[config.mk]
export PLATFORM = sky130hd
export DESIGN_NAME = warp_xdiv_iter
export DESIGN_NICKNAME = d
export VERILOG_FILES = /design/src/rtl/warp_xdiv_iter.sv
export SDC_FILE = /design/constraint.sdc
export NUM_CORES = 1
export LEC_CHECK = 0
export BUFFER_PORTS_ARGS = -buffer_cell sky130_fd_sc_hd__buf_4
export CAP_MARGIN = 20
export CORE_MARGIN = 3
export CORE_UTILIZATION = 40
export DETAILED_ROUTE_END_ITERATION = 10
export PLACE_DENSITY = 0.55
export SYNTH_ARGS = -nofsm -noshare
export SYNTH_HDL_FRONTEND = slang
export SYNTH_SLANG_ARGS = --single-unit
[constraint.sdc]
create_clock -name i_clk -period 25.2 [get_ports i_clk]
set_clock_uncertainty 0.1 [all_clocks]
set_input_delay 3.78 -clock i_clk [delete_from_list [all_inputs] [get_ports i_clk]]
set_output_delay 3.78 -clock i_clk [all_outputs]
set_load 0.03 [all_outputs]
[src/rtl/warp_xdiv_iter.sv]
// Iterative radix-2 restoring divider for div/divu/rem/remu and their word forms.
// STEPS chained step slices per cycle; divide-by-zero and signed overflow finish in one edge.

module warp_xdiv_step #(
    parameter int XLEN = 64
) (
    input  logic [XLEN-1:0] rem,
    input  logic [XLEN-1:0] q,
    input  logic [XLEN-1:0] d,
    output logic [XLEN-1:0] rem_n,
    output logic [XLEN-1:0] q_n
);
    logic [XLEN:0] sh, diff;

    // The shifted partial remainder stays below 2*d, so one extra bit holds it.
    assign sh    = {rem, q[XLEN-1]};
    assign diff  = sh - {1'b0, d};
    assign rem_n = diff[XLEN] ? sh[XLEN-1:0] : diff[XLEN-1:0];
    assign q_n   = {q[XLEN-2:0], ~diff[XLEN]};
endmodule

module warp_xdiv_iter #(
    parameter int XLEN  = 64,
    parameter int STEPS = 1
) (
    input  logic            i_clk,
    input  logic            i_rst,
    input  logic            i_input_valid,
    output logic            o_input_ready,
    input  logic [XLEN-1:0] i_op1,
    input  logic [XLEN-1:0] i_op2,
    input  logic            i_unsigned,
    input  logic            i_word,
    input  logic [4:0]      i_rd,
    input  logic            i_kill,
    output logic            o_valid,
    output logic [XLEN-1:0] o_quotient,
    output logic [XLEN-1:0] o_remainder,
    output logic [4:0]      o_rd
);
    localparam int CW = $clog2(XLEN + 1);

    typedef enum logic [1:0] {IDLE, ITER, FIXUP} state_t;

    typedef struct packed {
        logic       wmode;
        logic       neg_q;
        logic       neg_r;
        logic [4:0] rd;
    } ctl_t;

    state_t          state, state_nx;
    ctl_t            ctl;
    logic [XLEN-1:0] rem_r, q_r, d_r;
    logic [CW-1:0]   cnt;

    logic            wmode, sa, sb, div0, ovf, accept;
    logic [XLEN-1:0] a_ext, b_ext, mag_a, mag_b, min_neg;
    logic [XLEN-1:0] rem_last, q_last;

    function automatic logic [XLEN-1:0] ext32(input logic [XLEN-1:0] x, input logic sx);
        logic [XLEN-1:0] r;
        r = XLEN'(x[31:0]);
        if (sx) r = XLEN'($signed(x[31:0]));
        return r;
    endfunction

    function automatic logic [XLEN-1:0] fmt(input logic [XLEN-1:0] x, input logic wm);
        return wm ? ext32(x, 1'b1) : x;
    endfunction

    // Request decode: word-mode operands become 32-bit values extended to XLEN.
    assign wmode   = (XLEN == 64) && i_word;
    assign a_ext   = wmode ? ext32(i_op1, !i_unsigned) : i_op1;
    assign b_ext   = wmode ? ext32(i_op2, !i_unsigned) : i_op2;
    assign sa      = !i_unsigned && a_ext[XLEN-1];
    assign sb      = !i_unsigned && b_ext[XLEN-1];
    assign mag_a   = sa ? (XLEN'(0) - a_ext) : a_ext;
    assign mag_b   = sb ? (XLEN'(0) - b_ext) : b_ext;
    assign min_neg = wmode ? ext32(XLEN'(32'h8000_0000), 1'b1) : (XLEN'(1) << (XLEN - 1));
    assign div0    = (b_ext == '0);
    assign ovf     = !i_unsigned && (a_ext == min_neg) && (b_ext == '1);
    assign accept  = (state == IDLE) && i_input_valid && !i_kill;

    assign o_input_ready = (state == IDLE) && !i_rst;

    // Step slices chained combinationally; each generate scope owns its own wires.
    for (genvar s = 0; s < STEPS; s++) begin : g_step
        logic [XLEN-1:0] rem_i, q_i, rem_o, q_o;
        if (s == 0) begin : g_first
            assign rem_i = rem_r;
            assign q_i   = q_r;
        end else begin : g_next
            assign rem_i = g_step[s-1].rem_o;
            assign q_i   = g_step[s-1].q_o;
        end
        warp_xdiv_step #(.XLEN(XLEN)) u_step (
            .rem   (rem_i),
            .q     (q_i),
            .d     (d_r),
            .rem_n (rem_o),
            .q_n   (q_o)
        );
    end

    assign rem_last = g_step[STEPS-1].rem_o;
    assign q_last   = g_step[STEPS-1].q_o;

    always_ff @(posedge i_clk or posedge i_rst) begin
        if (i_rst) state <= IDLE;
        else       state <= state_nx;
    end

    always_comb begin
        state_nx = state;
        unique case (state)
            IDLE:    if (i_input_valid) state_nx = (div0 || ovf) ? FIXUP : ITER;
            ITER:    if (cnt == CW'(1)) state_nx = FIXUP;
            FIXUP:   state_nx = IDLE;
            default: state_nx = IDLE;
        endcase
        if (i_kill) state_nx = IDLE;
    end

    always_ff @(posedge i_clk or posedge i_rst) begin
        if (i_rst) begin
            ctl         <= '0;
            rem_r       <= '0;
            q_r         <= '0;
            d_r         <= '0;
            cnt         <= '0;
            o_valid     <= 1'b0;
            o_quotient  <= '0;
            o_remainder <= '0;
            o_rd        <= '0;
        end else begin
            o_valid <= 1'b0;
            if (accept) begin
                ctl.wmode <= wmode;
                ctl.rd    <= i_rd;
                d_r       <= mag_b;
                if (div0 || ovf) begin
                    // Special results go straight to the fixup registers unsigned.
                    ctl.neg_q <= 1'b0;
                    ctl.neg_r <= 1'b0;
                    q_r       <= div0 ? '1 : a_ext;
                    rem_r     <= div0 ? a_ext : '0;
                end else begin
                    // Word dividends sit in the top half so the step always feeds from the MSB.
                    ctl.neg_q <= sa ^ sb;
                    ctl.neg_r <= sa;
                    q_r       <= wmode ? (mag_a << (XLEN - 32)) : mag_a;
                    rem_r     <= '0;
                    cnt       <= wmode ? CW'(32 / STEPS) : CW'(XLEN / STEPS);
                end
            end else if (!i_kill && state == ITER) begin
                rem_r <= rem_last;
                q_r   <= q_last;
                cnt   <= cnt - CW'(1);
            end else if (!i_kill && state == FIXUP) begin
                o_valid     <= 1'b1;
                o_quotient  <= fmt(ctl.neg_q ? (XLEN'(0) - q_r) : q_r, ctl.wmode);
                o_remainder <= fmt(ctl.neg_r ? (XLEN'(0) - rem_r) : rem_r, ctl.wmode);
                o_rd        <= ctl.rd;
            end
        end
    end
endmodule

==> results.ini <==
[status]
run_status = completed

[cells_and_area]
syn_to_final_growth_pct = 16.1
utilization = 0.470
num-nets-final = 3545
drive_gt1_frac = 0.122
final_cells = 4209
fin_area_um2 = 29000

[timing]
finalWorstSetupSlack_ps = 17080
drv_slew = 0
rsz0062_at_grt = false
fin_crit_sh = 0.322
worst_slew_pin_slew_ps = 1170
setup_viol_count_final = 0
tns_ps = 0
maxSlewHeadroom = 0.214
hold_viol = 0
period_needed_ps = 8120
max_freq_mhz = 123

[clock_network]
cts-buffers-inserted = 42
htreeDepth = 2
clkSinkCount = 343
cts_tree = yes
cts_setup_buffers = 0
cts_resized = 0
root_buffer = clkbuf_16
clk_latency_ps = 590
cts.path.max_buffers = 3
path_clk_slew_ps = 60
cts_hold_buf = 0

[power]
seq_power_share = 0.345
p_leak_nw = 12.6
switching_power_mw = 0.938
powerDensity_nw_per_um2 = 79.5
clock_power_share = 0.273
netSwitchingFraction = 0.407
p_int_mw = 1.37
irDropWorstVdd_mv = 0.0496
p_comb_frac = 0.382

[hold_path]
hp-class = flop to flop

[logic_synthesis]
syn_area_um2 = 25000
synth_cells = 3188
ys_top_cells_by_area = dfrtp_1 34%, o21ai_0 7.7%, nand2_1 7.4%
synth_xor_area_frac = 0.103
synth_top_family_by_area = compound AO/OA/AOI/OAI gates
synth_cell_types = 77
async_flop_share = 1.00
synth_top_cell_by_area = dfrtp_1
synth-main-ff-cell = dfrtp_1
syn-mean-instance-area_um2 = 7.84
yosysTopAreaCellShare = 0.343
synth_fa_ha_area_frac = 0.0363
synth_compound_area_frac = 0.241
synth_nets = 3399
yosysWarnings = 0
synth_common_cells = 496 x nand2_1, 385 x o21ai_0, 343 x dfrtp_1, 241 x a21oi_1, 229 x nor2_1
synthMuxAreaShare = 0.0253
synth_most_common_cell = nand2_1
ys_ff_latch = 343
yosys.area_share.simple = 0.202
ys_seq_area_frac = 0.343
synth_edf_count = 0

[drt]
dr_total_vias = 24500
ant_nets = 0
drt-initial-drc-count = 2112
wl_per_cell_um = 22.4
dr.pass1.iters = 7
post-route-drc-count = 0
routed_wl_um = 94300
via_per_inst = 5.82

[global_routing]
grt_pass1_wl_um = 145000
track_usage = 0.281
antenna_found_initial = 11
grt_max_degree = 122
grt_overflow_total = 0
grt_pass1_vias = 23700

[place]
dp_slack_ps = 16990
place_area_um2 = 27600
dp_cells = 4127
place_hpwl_um = 72800
gp_congestion = 0.922
numPortBuffers = 273

[critical_path]
crit_path_end_kind = output port
startpoint_type = input port
cp_max_fo = 2
critPathArrivalTime_ps = 4240
worstSetupPathType = input port to output port
critPathRequiredTime_ps = 21320

[die]
coreArea_um2 = 61700
die_x_um = 256
pin_count = 274
num_rows = 91
die-area_um2 = 65500
initial_utilization = 0.405
die_h_um = 256

[run]
cap_violations = 0

cell usage in the layout, fill, tap and decap left out, types with 8 or more instances in the layout:
cell type	instances
or3_1	36
and2_1	14
and3_1	26
nor2_1	227
o21ai_0	385
nor2b_1	24
nand3_1	43
diode_2	9
o221ai_1	13
nand2b_1	21
dfrtp_1	341
nor4_1	44
ha_1	71
o211ai_1	19
o21a_1	11
o41ai_1	26
a21boi_0	8
inv_1	111
or4_1	37
or2_2	10
o22a_1	17
o31ai_1	59
xnor2_1	133
a31oi_1	66
nand2_1	495
a21o_1	21
o2111ai_1	8
nor3_1	56
a22oi_1	35
a21oi_1	240
buf_4	304
clkbuf_16	43
a211oi_1	22
nand4_1	34
mux2i_1	61
o21bai_1	13
clkinv_2	8
xor2_1	161
routing by layer:
metal | track usage | routed length [µm]
met4 | 0.116 | 4070
met1 | 0.394 | 43300
met2 | 0.432 | 41400
met3 | 0.0432 | 5550
met5 | 0 | 29
per-stage QoR:
step | power, mW | hold WS, ps
final | 2.31 | 375
after CTS | 2.32 | 374
after floorplan | 1.36 | 339
after detailed placement | 1.68 | 362
after global routing | 2.45 | 394
after global placement | 1.67 | 351
final cells by class:
class	count	area, µm²
Sequential cell	343	8590
Tap cell	837	1050
Clock inverter	17	216
Multi-Input combinational cell	2529	15300
Fill cell	6218	32700
Clock buffer	56	1180
Timing Repair Buffer	304	2280
Inverter	114	435
Antenna cell	9	22.5
critical path, stage by stage:
cell and delay [ps]:
buf_4 130, nor3_1 130, buf_4 190
logic make-up (layout without fill, tap and decap cells):
| logic type | count (synthesis) | count (layout) |
|---|---|---|
| other | 0 | 9 |
| XOR/XNOR | 295 | 295 |
| AND/OR/NAND/NOR | 1099 | 1099 |
| AO/OA/AOI/OAI | 1000 | 1000 |
| multiplexers | 63 | 63 |
| buffers and inverters | 316 | 491 |
| adder cells (fa/ha/maj) | 72 | 72 |
| flip-flops | 343 | 343 |
power by group through the flow:
stage | Clock, mW | Combinational [mW] | Sequential (mW)
3_3_place_gp | 0 | 0.871 | 0.798
4_1_cts | 0.643 | 0.880 | 0.795
3_5_place_dp | 0 | 0.876 | 0.805
6_report | 0.629 | 0.882 | 0.795
5_1_grt | 0.665 | 0.967 | 0.816
2_1_floorplan | 0 | 0.500 | 0.864
state kept, by name, indices dropped and copies added (netlist names):
register and cells:
d_r 64, o_quotient 64, ctl 8, state 2, o_valid 1, cnt 7, o_remainder 64, g_step.q_i 64
g_step.rem_i 64, o_rd 5
final timing paths:
| path | from | to | slack, ps | cells after the start |
|---|---|---|---|---|
| max in group asynchronous | i_rst | d_r[10] | 19690 | 4 |
| hold / removal | ctl[2] | o_rd[2] | 370 | 2 |
| hold reg to reg | ctl[2] | o_rd[2] | 370 | 2 |
| setup / recovery | i_rst | o_input_ready | 17080 | 3 |
| setup reg to reg | g_step[0].rem_i[28] | g_step[0].rem_i[63] | 19170 | 13 |
| min in group asynchronous | i_rst | o_remainder[53] | 3230 | 2 |
Power figures use the tool's default switching activity.
